`config.mk`:
```
export PLATFORM = sky130hd
export DESIGN_NAME = down_counter_flat
export DESIGN_NICKNAME = d
export VERILOG_FILES = /design/src/rtl/down_counter_if.sv /design/src/rtl/down_counter.sv /design/src/flat_wrapper.sv
export SDC_FILE = /design/constraint.sdc
export NUM_CORES = 1
export LEC_CHECK = 0
export ABC_AREA = 1
export BUFFER_PORTS_ARGS = -buffer_cell sky130_fd_sc_hd__buf_2
export CAP_MARGIN = 10
export CORE_ASPECT_RATIO = 0.8
export CORE_UTILIZATION = 25
export CTS_BUF_LIST = sky130_fd_sc_hd__clkbuf_8
export DETAILED_ROUTE_END_ITERATION = 8
export PLACE_DENSITY = 0.54
export SLEW_MARGIN = 20
export SYNTH_ARGS = -nofsm -noshare
export SYNTH_HDL_FRONTEND = slang
export SYNTH_SLANG_ARGS = --single-unit
```
`constraint.sdc`:
```
create_clock -name clk -period 1.9 [get_ports clk]
set_clock_uncertainty 0.1 [all_clocks]
set_input_delay 0.19 -clock clk [delete_from_list [all_inputs] [get_ports clk]]
set_output_delay 0.19 -clock clk [all_outputs]
set_load 0.02 [all_outputs]
```
`src/rtl/down_counter_if.sv`:
```
// ============================================================================
// Module   : down_counter_if
// Brief    : Control/status bundle between a controller and down_counter.
// Revision : 1.0
// ============================================================================
`default_nettype none

interface down_counter_if #(
    parameter int WIDTH = 32
);
    logic             set;
    logic [WIDTH-1:0] set_count;
    logic             start;
    logic             pause;
    logic             enable;
    logic [WIDTH-1:0] count;
    logic             borrow_out;
    logic             zero;
    logic [1:0]       state;

    modport master (
        output set, set_count, start, pause, enable,
        input  count, borrow_out, zero, state
    );

    modport slave (
        input  set, set_count, start, pause, enable,
        output count, borrow_out, zero, state
    );
endinterface

`default_nettype wire

```
`src/rtl/down_counter.sv`:
```
// ============================================================================
// Module   : down_counter
// Brief    : Loadable, pausable down-counter with one-cycle borrow pulse.
//            Optional macro DOWN_COUNTER_AUTO_RELOAD_EN gives modulo wrap.
// Revision : 1.0
// ============================================================================
`default_nettype none

module down_counter #(
    parameter int WIDTH     = 32,
    parameter int MAX_COUNT = 59
) (
    input  wire logic          clk,
    input  wire logic          reset_n,
    down_counter_if.slave      bus
);

    typedef enum logic [1:0] {
        S_IDLE = 2'd0,
        S_RUN  = 2'd1,
        S_HOLD = 2'd2,
        S_DONE = 2'd3
    } state_t;

    localparam logic [WIDTH-1:0] C_MAX  = WIDTH'(MAX_COUNT);
    localparam logic [WIDTH-1:0] C_ZERO = '0;
    localparam logic [WIDTH-1:0] C_ONE  = WIDTH'(1);

    state_t           state_q, state_d;
    logic [WIDTH-1:0] count_q, count_d;
    logic             zero_q,  zero_d;
    logic             borrow_q, borrow_d;
    logic [WIDTH-1:0] load_val;

    assign load_val = (bus.set_count > C_MAX) ? C_MAX : bus.set_count;

    always_ff @(posedge clk or negedge reset_n) begin
        if (!reset_n) begin
            state_q  <= S_IDLE;
            count_q  <= C_ZERO;
            zero_q   <= 1'b1;
            borrow_q <= 1'b0;
        end else begin
            state_q  <= state_d;
            count_q  <= count_d;
            zero_q   <= zero_d;
            borrow_q <= borrow_d;
        end
    end

    // Only the highest-priority active control acts: set > start > pause > enable.
    always_comb begin
        state_d  = state_q;
        count_d  = count_q;
        zero_d   = zero_q;
        borrow_d = 1'b0;

        if (bus.set) begin
            count_d = load_val;
            zero_d  = (load_val == C_ZERO);
            state_d = S_IDLE;
        end else if (bus.start) begin
            case (state_q)
                S_IDLE: begin
`ifdef DOWN_COUNTER_AUTO_RELOAD_EN
                    state_d = S_RUN;
`else
                    state_d = (count_q != C_ZERO) ? S_RUN : S_DONE;
`endif
                end
                S_HOLD: state_d = S_RUN;
                S_DONE: begin
                    count_d = C_MAX;
                    zero_d  = (C_MAX == C_ZERO);
                    state_d = S_RUN;
                end
                default: state_d = state_q;
            endcase
        end else if (bus.pause) begin
            if (state_q == S_RUN) begin
                state_d = S_HOLD;
            end
        end else if (bus.enable && (state_q == S_RUN)) begin
            if (count_q == C_ONE) begin
                count_d  = C_ZERO;
                zero_d   = 1'b1;
                borrow_d = 1'b1;
`ifdef DOWN_COUNTER_AUTO_RELOAD_EN
                state_d  = S_RUN;
`else
                state_d  = S_DONE;
`endif
            end else if (count_q == C_ZERO) begin
`ifdef DOWN_COUNTER_AUTO_RELOAD_EN
                count_d = C_MAX;
                zero_d  = (C_MAX == C_ZERO);
`else
                count_d = C_ZERO;
`endif
            end else begin
                count_d = count_q - C_ONE;
            end
        end
    end

    assign bus.count      = count_q;
    assign bus.zero       = zero_q;
    assign bus.borrow_out = borrow_q;
    assign bus.state      = state_q;

endmodule

`default_nettype wire

```
`src/flat_wrapper.sv`:
```
// flat-port wrapper written by rule: the top's interface ports become plain ports
module down_counter_flat 
#(
    parameter int WIDTH     = 32,
    parameter int MAX_COUNT = 59
)
  (clk, reset_n, bus_set, bus_set_count, bus_start, bus_pause, bus_enable, bus_count, bus_borrow_out, bus_zero, bus_state);
  down_counter_if #(.WIDTH(WIDTH)) bus_i ();
  input  wire logic clk;
  input  wire logic reset_n;
  input wire logic [$bits(bus_i.set)-1:0] bus_set;
  input wire logic [$bits(bus_i.set_count)-1:0] bus_set_count;
  input wire logic [$bits(bus_i.start)-1:0] bus_start;
  input wire logic [$bits(bus_i.pause)-1:0] bus_pause;
  input wire logic [$bits(bus_i.enable)-1:0] bus_enable;
  output wire logic [$bits(bus_i.count)-1:0] bus_count;
  output wire logic [$bits(bus_i.borrow_out)-1:0] bus_borrow_out;
  output wire logic [$bits(bus_i.zero)-1:0] bus_zero;
  output wire logic [$bits(bus_i.state)-1:0] bus_state;
  assign bus_i.set = bus_set;
  assign bus_i.set_count = bus_set_count;
  assign bus_i.start = bus_start;
  assign bus_i.pause = bus_pause;
  assign bus_i.enable = bus_enable;
  assign bus_count = bus_i.count;
  assign bus_borrow_out = bus_i.borrow_out;
  assign bus_zero = bus_i.zero;
  assign bus_state = bus_i.state;
  down_counter #(.WIDTH(WIDTH), .MAX_COUNT(MAX_COUNT)) u_core (.clk(clk), .reset_n(reset_n), .bus(bus_i));
endmodule
```
==> summary.txt, run 1 <==
STA
  • Maximum clock frequency: 540 MHz
  • Setup violations, final: 0
  • Slew @ Worst Pin: 496 ps
  • Setup TNS: 0 ps
  • Worst setup margin: 47.9 ps
  • Fin crit period: 1850 ps
  • Final worst path period share: 0.975
  • Final hold viol count: 0
  • Max-slew violation count: 0
  • Slew HR: 0.669

Detailed routing
  • Iter 0 DRT Violations: 208
  • Via count: 3106
  • Avg WL per Cell: 13.1 um
  • DRT Wirelength: 8.99 mm
  • DRT antenna net count: 0
  • Remaining DRCs: 0
  • Avg Vias per Cell: 4.53
  • First-pass DRT Iterations: 4

Clocking
  • Longest Clk Path Bufs: 2
  • Clk_lat worst skew: 300 ps
  • Sink Count: 36
  • CTS H-tree lvls: 2
  • CTS tree: done
  • Reg clk slew, reported paths: 80 ps
  • Cts bufs inserted: 5
  • Root buf cell: clkbuf_8

Power
  • Worst vdd rail ir drop: 0.000260 V
  • Total power: 2.00 mW
  • Static Leak: 2.14 nW
  • Part of the power in registers: 0.416
  • Comb pwr share: 0.238
  • Internal: 1.36 mW
  • Net Sw Power: 638 uW
  • Power share of the clock group: 0.345
  • Pwr/cell area: 524 nW/um2
  • Switch share: 0.319

Synthesis
  • Simple-gate area share of the yosys netlist: 0.474
  • Mapped Nets: 473
  • Post-synthesis compound-gate area fraction: 0.0498
  • Syn Std Cell Area: 2840 um2
  • Ys Warns: 0
  • Sequential-to-total area share from yosys stat: 0.317
  • Adder-Cell Fraction of Synth Area: 0.00881
  • Post-synth EDFFs: 0
  • Synthesized area per cell: 6.56 um2
  • #FFs+latches synth: 36
  • Mapped Cells: 433
  • Predominant post-synthesis flop cell: dfrtp_1
  • Post-Synth XOR/XNOR Area: 0.0740
  • Largest family of logic cells by synthesized area: simple AND/OR/NAND/NOR gates
  • Mux contribution to synthesized area: 0
  • Async set or reset register ratio after synthesis: 1.00
  • Synth cell types: 31

Placed design
  • Pre-CTS setup slack: -106 ps
  • Placer Congestion: 0.906
  • Detailed placer's ending HPWL: 6.68 mm
  • I/O Buffers: 73
  • Placed Instances: 662
  • Cell Area, Placed: 3490 um2

Final layout
  • Area of the multi-input gates: 1790 um2
  • Commonest cells after routing, fill and taps aside: nand2_1 (113), nor2_1 (84), buf_2 (73), nand3_1 (45), inv_1 (41)
  • Share of cells above drive strength 1: 0.323
  • Most common cell after layout, fill and taps aside: nand2_1
  • Layout area overhead: 34.1%
  • Fill count: 1189
  • Diode count: 0
  • Nets: 581
  • Register area: 918 um2
  • Design area: 3810 um2
  • Final cell count without fillers: 686

Global route
  • Vias in the first global route: 3009
  • GRT overflow: 0
  • Met2 Usage GRT: 0.251
  • GR Util met1: 0.219
  • Initial antenna violation count: 0
  • First-pass GRT wire length: 14.7 mm
  • Largest net degree at the start of global routing: 37
  • Global route hottest layer: met2
  • Gr usage total: 0.157
  • Grt met3 use: 0.0276

Critical path
  • CP dominant cell by count: nor2_4
  • Crit path buf inv count: 2
  • Worst Setup End Kind: flip-flop
  • Crit-path max cell delay: 450 ps
  • CP arrival: 1930 ps
  • CP cell instances: nor2_4 > nand2_4 > nor2_8 > nand3_2 > nor2_4 > buf_4 > nor2_4 > buf_4 > nand3_1 > o21ai_0
  • Crit path required time: 1980 ps
  • R2R depth: 10
  • Crit path kind: reg2reg
  • CP Launch Type: flip-flop
  • CP top delay family: simple AND/OR/NAND/NOR gates
  • Worst-path fanout max: 7
  • Slowest-stage cell, CP: dfrtp_2
  • Critical path depth: 10

Hold path
  • Min-Delay Path Class: in2reg
  • Hold Path Depth: 4

Floorplan
  • Core Region: 11000 um2
  • I/O pins: 74
  • Die W: 121 um
  • Placement row count: 34
  • Die Footprint: 11800 um2
  • Height of the die: 97.4 um
  • Initial Utilization: 0.259

Status
  • Status: complete, no violations

Run
  • Maxcap violations: 0
==> flip-flops by register name, summed over array words and instances, names as in the netlist <==
| name | count |
|---|---|
| u_core.bus.borrow_out | 1 |
| u_core.bus.count | 32 |
| u_core.bus.state | 2 |
| u_core.bus.zero | 1 |
==> through the flow <==
step | utilization | hold slack [ps]
floorplan | - | -206
global placement | 0.318 | 186
detailed placement | 0.318 | 184
CTS | 0.330 | 98.7
global route | 0.347 | 122
finish | 0.347 | 107
==> synth_stat cells (all sizes together), types with 2 or more instances <==
| master | n | area share |
|---|---|---|
| a21boi | 4 | 0.011 |
| a21oi | 5 | 0.0088 |
| buf | 7 | 0.017 |
| clkbuf | 2 | 0.0026 |
| dfrtp | 35 | 0.31 |
| ha | 2 | 0.0088 |
| inv | 43 | 0.057 |
| nand2 | 124 | 0.18 |
| nand3 | 47 | 0.086 |
| nand4 | 11 | 0.024 |
| nor2 | 108 | 0.17 |
| o21ai | 12 | 0.022 |
| o21bai | 3 | 0.0079 |
| xnor2 | 2 | 0.0062 |
| xor2 | 22 | 0.068 |
==> routing by layer <==
metal | share of wire | up-vias
met5 | 0 | -
met4 | 0.013 | 0
met3 | 0.050 | 11
met2 | 0.44 | 67
met1 | 0.49 | 1447
li1 | - | 1581
==> area by class of cell <==
type,count,share of cell area
flip-flops and latches,36,0.241
inverters,43,0.0424
clock inverters,3,0.0102
well taps,144,0.0473
repair buffers,109,0.171
clock buffers,5,0.0181
multi-input cells,346,0.470
==> cells by family (layout without fill, tap and decap cells) <==
family                     Yosys count  count (layout)
adders and majority gates            2               2
DFF                                 36              36
and+or+nand+nor                    295             296
AOI/OAI and AO/OA                   24              24
xor gates and xnor gates            24              24
buffers and inverters               52             160
==> repair_timing <==
| item | CTS | global route |
|---|---|---|
| hold buffers | 1 | 0 |
| pin swaps | 1 | 8 |
| gates cloned | 1 | 0 |
| gates resized for setup | 2 | 29 |
| endpoints found under the setup margin | 25 | 33 |
| hold endpoints to repair | 35 | 0 |
| setup buffers | 0 | 14 |
==> worst register-to-register path, stage by stage (launching register included) <==
cell and delay, ps:
dfrtp_2 450, nor2_4 180, nand2_4 90, nor2_8 150, nand3_2 100, nor2_4 160
buf_4 150, nor2_4 40, buf_4 170, nand3_1 70, o21ai_0 80
==> final timing paths <==
path | start | to | slack, ps
hold / removal | bus_pause | u_core.bus.state[0]$_DFFE_PN0P_ | 110
setup reg to reg | u_core.bus.count[11]$_DFFE_PN0P_ | u_core.bus.count[23]$_DFFE_PN0P_ | 50
min in group asynchronous | reset_n | u_core.bus.borrow_out$_DFF_PN0_ | 380
setup / recovery | u_core.bus.count[11]$_DFFE_PN0P_ | u_core.bus.count[23]$_DFFE_PN0P_ | 50
max in group asynchronous | reset_n | u_core.bus.count[19]$_DFFE_PN0P_ | 940
hold reg to reg | u_core.bus.state[0]$_DFFE_PN0P_ | u_core.bus.state[0]$_DFFE_PN0P_ | 440
==> power groups by stage <==
stage / clock, mW / sequential [mW] / combinational (mW)
after floorplan: 0 / 0.878 / 0.228
after global placement: 0 / 0.848 / 0.432
after CTS: 0.702 / 0.834 / 0.444
after detailed placement: 0 / 0.849 / 0.436
after global routing: 0.733 / 0.837 / 0.530
final: 0.690 / 0.832 / 0.476
No activity file was read; power rests on OpenSTA's default activity.
==> run 2, diff against run 1 <==
- PLACE_DENSITY: 0.54 -> 0.55
- clock period: 1.9 -> 1.5 ns (I/O delays scaled with it)
==> run 2 against run 1 <==
  * Critical path depth down 1
  * Largest cell class unchanged
  * Clock power grew 26%
  * The flow now finishes with violations (negative setup slack)
  * First-iteration DRC count down 19%
  * Utilization is 8.1 points higher
  * Register-to-register slack lost 280 ps
  * Largest power group unchanged
  * Setup slack lost 280 ps
  * Clock-buffer cell count unchanged
  * Total power up 36%
==> summary.txt, run 2 (synthesized netlist as in run 1, its figures left out) <==
Status
  • Status: finished with violations
  • Violated checks: negative setup slack

Clocking
  • Root buf cell: clkbuf_8
  • Reg clk slew, reported paths: 90 ps (about the same)
  • Clk_lat worst skew: 300 ps (about the same)
  • Cts bufs inserted: 5 (unchanged)
  • CTS H-tree lvls: 2 (unchanged)
  • CTS tree: done
  • Sink Count: 36 (unchanged)
  • Longest Clk Path Bufs: 2 (unchanged)

Final layout
  • Diode count: 0 (unchanged)
  • Commonest cells after routing, fill and taps aside: nand2_1 (108), buf_4 (103), buf_2 (71), nor2_1 (62), inv_1 (37)
  • Nets: 657 (+13%)
  • Number of flip-flops under the largest register name: 32 (unchanged)
  • Layout area overhead: 65.6%
  • Most common cell after layout, fill and taps aside: nand2_1
  • Share of cells above drive strength 1: 0.495 (+0.172)

Placed design
  • Pre-CTS setup slack: -419 ps (-313 ps)
  • I/O Buffers: 73 (unchanged)
  • Detailed placer's ending HPWL: 7.25 mm (+8.5%)
  • Placer Congestion: 0.826 (-8.8%)

STA
  • Setup violations, final: 37 (+37)
  • RSZ-0062 raised after global routing: yes
  • Fin crit period: 1740 ps (-116 ps)
  • Maximum clock frequency: 576 MHz (+6.7%)
  • Slew @ Worst Pin: 290 ps (-206 ps)
  • Final worst path period share: 1.16 (+0.182)
  • Slew HR: 0.807 (+0.137)
  • Final hold slack: 85.6 ps (-21.5 ps)
  • Setup TNS: -6530 ps (-6530 ps)
  • Max-slew violation count: 0 (unchanged)
  • Final hold viol count: 0 (unchanged)
  • Worst setup margin: -236 ps (-284 ps)

Detailed routing
  • DRT antenna net count: 0 (unchanged)
  • Avg Vias per Cell: 4.50 (-0.61%)
  • First-pass DRT Iterations: 5 (+1)
  • Via count: 3429 (+10%)
  • Avg WL per Cell: 13.2 um (+0.50%)
  • DRT Wirelength: 10.0 mm (+12%)
  • Remaining DRCs: 0 (unchanged)
  • Iter 0 DRT Violations: 169 (-19%)

Floorplan
  • Height of the die: 97.4 um (unchanged)
  • I/O pins: 74 (unchanged)
  • Die Footprint: 11800 um2 (unchanged)
  • Core Region: 11000 um2 (unchanged)
  • Initial Utilization: 0.259 (unchanged)
  • Die W: 121 um (unchanged)
  • Placement row count: 34 (unchanged)

Global route
  • First-pass GRT wire length: 16.4 mm (+11%)
  • Largest net degree at the start of global routing: 37 (unchanged)
  • GRT overflow: 0 (unchanged)
  • Gr usage total: 0.175 (+0.0183)
  • Initial antenna violation count: 0 (unchanged)
  • Vias in the first global route: 3389 (+13%)

Critical path
  • RR Startpoint: u_core.bus.count[29]$_DFFE_PN0P_
  • CP Launch Type: flip-flop
  • Worst Setup End Kind: flip-flop
  • CP arrival: 1810 ps (-120 ps)
  • Crit path kind: reg2reg
  • CP startpoint: u_core.bus.count[29]$_DFFE_PN0P_
  • Worst-path fanout max: 8 (+1)
  • Crit path required time: 1570 ps (-410 ps)

Hold path
  • Min-Delay Path Class: in2reg
  • Hold_sp: bus_pause

Power
  • Static Leak: 2.57 nW (+20%)
  • Worst vdd rail ir drop: 0.000323 V (+24%)
  • Pwr/cell area: 577 nW/um2 (+10%)

Run
  • Maxcap violations: 0 (unchanged)
==> run 2: repair_timing <==
action                     in CTS  in global routing
gates cloned                    1                  0
setup buffers                  16                  5
setup endpoints to repair      36                 37
pin swaps                      17                 11
hold buffers                    1                  0
gates resized for setup        41                 43
hold endpoints to repair       36                  0
==> run 2: per-layer routing <==
layer / track usage / vias to the layer above / share of wire
met5: 0 / - / 0
met1: 0.251 / 1598 / 0.49
met3: 0.0270 / 11 / 0.041
met2: 0.276 / 91 / 0.46
met4: 0.0351 / 0 / 0.010
li1: - / 1729 / -
==> run 2: path summary, 6_finish.rpt <==
kind | end | cells after the start | slack (ps)
min in group asynchronous | u_core.bus.count[13]$_DFFE_PN0P_ | 3 | 250
min reg2reg | u_core.bus.state[0]$_DFFE_PN0P_ | 3 | 490
max reg2reg | u_core.bus.count[17]$_DFFE_PN0P_ | 9 | -240
max | u_core.bus.count[17]$_DFFE_PN0P_ | 9 | -240
min | u_core.bus.state[0]$_DFFE_PN0P_ | 4 | 90
max in group asynchronous | u_core.bus.zero$_DFFE_PN1P_ | 3 | 780
==> run 2: report_power, final <==
| part | switching [mW] | internal [mW] |
|---|---|---|
| Combinational | 0.448 | 0.337 |
| Clock | 0.381 | 0.487 |
| Sequential | 0.0489 | 1.01 |
| Total | 0.879 | 1.84 |
==> run 2: cell type report <==
type	instances	area (um2)
Tap cell	144	180
Multi-Input combinational cell	346	2060
Sequential cell	36	926
Inverter	43	166
Fill cell	1128	6270
Timing Repair Buffer	185	1270
Clock buffer	5	68.8
Clock inverter	3	38.8
==> run 2: per-stage QoR <==
step	std cells	cell area, um2	util	total power, mW
after floorplan	433	2920	-	1.42
after global placement	732	4120	0.375	1.76
after detailed placement	732	4120	0.375	1.77
after CTS	757	4500	0.410	2.68
after global routing	762	4700	0.429	2.84
final	762	4700	0.429	2.71
==> run 2: critical path, stage by stage, from the launching register on <==
cell,delay [ps]
dfrtp_1,410
nor2_2,160
nand2_2,90
nor2_4,130
nand2_4,100
o21ai_4,270
nor2_4,60
buf_6,140
nand3_1,60
o21ai_0,80
==> run 3, diff against run 2 <==
- CELL_PAD_IN_SITES_DETAIL_PLACEMENT: default -> 1
- CELL_PAD_IN_SITES_GLOBAL_PLACEMENT: default -> 1
- GPL_ROUTABILITY_DRIVEN: default -> 0
- MAX_ROUTING_LAYER: default -> met4
- PLACE_DENSITY: 0.55 -> 0.7
==> run 3 against run 2 <==
  * The run still ends with negative setup slack left
  * Utilization up 3.7 points
  * Total power increased by 6.8%
  * Clock power shrank 3.2%
  * Cell area rose by 8.7%
  * Global-route usage up 8.5 points
  * Die area is the same
  * Clock-buffer cell count is 2 higher
  * Setup slack worse by 170 ps
  * Highest routed layer unchanged
==> summary.txt, run 3 (synthesized netlist as in run 1, its figures left out) <==
Power
  • Pwr/cell area: 567 nW/um2 (-1.8%)
  • Static Leak: 2.69 nW (+4.6%)
  • Worst vdd rail ir drop: 0.000296 V (-8.3%)

STA
  • Worst setup margin: -406 ps (-170 ps)
  • Final worst path period share: 1.27 (+0.113)
  • Setup TNS: -11300 ps (-4760 ps)
  • Slew HR: 0.638 (-0.169)
  • Final hold viol count: 0 (unchanged)
  • Slew @ Worst Pin: 544 ps (+254 ps)
  • Fin crit period: 1910 ps (+170 ps)
  • RSZ-0062 raised after global routing: yes
  • Setup violations, final: 36 (-2.7%)
  • Max-slew violation count: 0 (unchanged)
  • Maximum clock frequency: 525 MHz (-8.9%)

Detailed routing
  • DRT Wirelength: 16.0 mm (+60%)
  • First-pass DRT Iterations: 4 (-1)
  • Avg Vias per Cell: 5.02 (+12%)
  • Remaining DRCs: 0 (unchanged)
  • Via count: 3897 (+14%)
  • Avg WL per Cell: 20.6 um (+57%)
  • DRT antenna net count: 0 (unchanged)
  • Iter 0 DRT Violations: 273 (+62%)

Clocking
  • CTS tree: done
  • Sink Count: 36 (unchanged)
  • Longest Clk Path Bufs: 2 (unchanged)
  • Cts bufs inserted: 5 (unchanged)
  • Root buf cell: clkbuf_8
  • Reg clk slew, reported paths: 80 ps (about the same)
  • Clk_lat worst skew: 310 ps (about the same)
  • CTS H-tree lvls: 2 (unchanged)

Critical path
  • R2R depth: 12 (+3)
  • Worst-path fanout max: 6 (-2)
  • Crit path required time: 1620 ps (+50 ps)
  • R2r setup slk: -410 ps (-170 ps)
  • CP Launch Type: flip-flop
  • CP arrival: 2030 ps (+220 ps)
  • Crit-path max cell delay: 470 ps (+60 ps)
  • Crit path kind: reg2reg
  • Worst Setup End Kind: flip-flop
  • CP cell instances: buf_6 > nor2_4 > nand2_2 > nor2_4 > buf_12 > buf_6 > nand3_1 > nand2_1 > nand2_1 > inv_1 > nand3_1 > o21ai_1
  • Slowest-stage cell, CP: dfrtp_2

Status
  • Status: finished with violations
  • Violated checks: negative setup slack

Floorplan
  • Core Region: 11000 um2 (unchanged)
  • Die Footprint: 11800 um2 (unchanged)
  • Die W: 121 um (unchanged)
  • Initial Utilization: 0.259 (unchanged)
  • Placement row count: 34 (unchanged)
  • I/O pins: 74 (unchanged)
  • Height of the die: 97.4 um (unchanged)

Global route
  • Vias in the first global route: 4284 (+26%)
  • First-pass GRT wire length: 23.0 mm (+40%)
  • Initial antenna violation count: 0 (unchanged)
  • Largest net degree at the start of global routing: 37 (unchanged)
  • Gr usage total: 0.260 (+0.0852)
  • GRT overflow: 0 (unchanged)

Placed design
  • I/O Buffers: 73 (unchanged)
  • Detailed placer's ending HPWL: 8.90 mm (+23%)

Final layout
  • Most common cell after layout, fill and taps aside: buf_4
  • Layout area overhead: 79.9%
  • Post-layout util: 0.466 (+0.0372)
  • Nets: 671 (+2.1%)
  • Diode count: 0 (unchanged)
  • Commonest cells after routing, fill and taps aside: buf_4 (107), nand2_1 (95), buf_2 (73), nor2_1 (51), nor2_4 (41)
  • Number of flip-flops under the largest register name: 32 (unchanged)
  • Share of cells above drive strength 1: 0.578 (+0.0824)
  • Fill count: 1378 (+22%)

Hold path
  • Hold Path Depth: 4 (unchanged)
  • Min-Delay Path Class: in2reg

Run
  • Maxcap violations: 0 (unchanged)
[run 3: critical path, delay by kind of cell, from the launching register on]
family	cells	cell delay (ps)
AND/OR/NAND/NOR	7	680
AO/OA/AOI/OAI	1	110
flip-flops	1	470
buffers and inverters	4	460
[run 3: worst paths after layout]
kind	from	end
setup / recovery	u_core.bus.count[6]$_DFFE_PN0P_	u_core.bus.count[23]$_DFFE_PN0P_
min in group asynchronous	reset_n	u_core.bus.count[30]$_DFFE_PN0P_
hold / removal	bus_pause	u_core.bus.state[0]$_DFFE_PN0P_
max in group asynchronous	reset_n	u_core.bus.count[10]$_DFFE_PN0P_
setup reg to reg	u_core.bus.count[6]$_DFFE_PN0P_	u_core.bus.count[23]$_DFFE_PN0P_
hold reg to reg	u_core.bus.state[0]$_DFFE_PN0P_	u_core.bus.state[0]$_DFFE_PN0P_
[run 3: what timing repair did]
action                                  CTS  global route
setup buffers                            22             8
hold endpoints to repair                 35             0
pin swaps                                41            40
gates cloned                              1             0
resized for setup                        98            61
hold buffers                              1             0
endpoints found under the setup margin   36            36
[run 3: layout make-up]
type                            count  area [um2]  area share
Multi-Input combinational cell    346        2330       0.455
Timing Repair Buffer              199        1410       0.275
Sequential cell                    36         931       0.182
Tap cell                          144         180      0.0352
Inverter                           43         166      0.0326
Clock buffer                        7        96.3      0.0188
Clock inverter                      1        3.75    0.000734
[run 3: per-layer routing]
metal | wire length [um] | GRT usage | share of wire
met1 | 6610 | 0.317 | 0.41
met2 | 7840 | 0.436 | 0.49
met3 | 831 | 0.0311 | 0.052
met4 | 739 | 0.103 | 0.046
met5 | 0 | - | 0
[run 3: metrics by stage]
| step | cell area [um2] | setup slack, ps | total power [mW] | cells | hold slack, ps |
|---|---|---|---|---|---|
| after floorplan | 2920 | -131 | 1.42 | 433 | -246 |
| after global placement | 4160 | -372 | 1.78 | 739 | 138 |
| after detailed placement | 4160 | -463 | 1.80 | 739 | 150 |
| after CTS | 4830 | -219 | 2.75 | 770 | 40.8 |
| after global routing | 5110 | -470 | 3.01 | 776 | 97.8 |
| final | 5110 | -406 | 2.90 | 776 | 80.2 |
[run 3: report_power, final]
| group | leakage, nW | total [mW] | switching, mW | internal, mW |
|---|---|---|---|---|
| Combinational | 2.19 | 0.994 | 0.584 | 0.410 |
| Clock | 0.0557 | 0.841 | 0.427 | 0.414 |
| Sequential | 0.445 | 1.06 | 0.0517 | 1.01 |
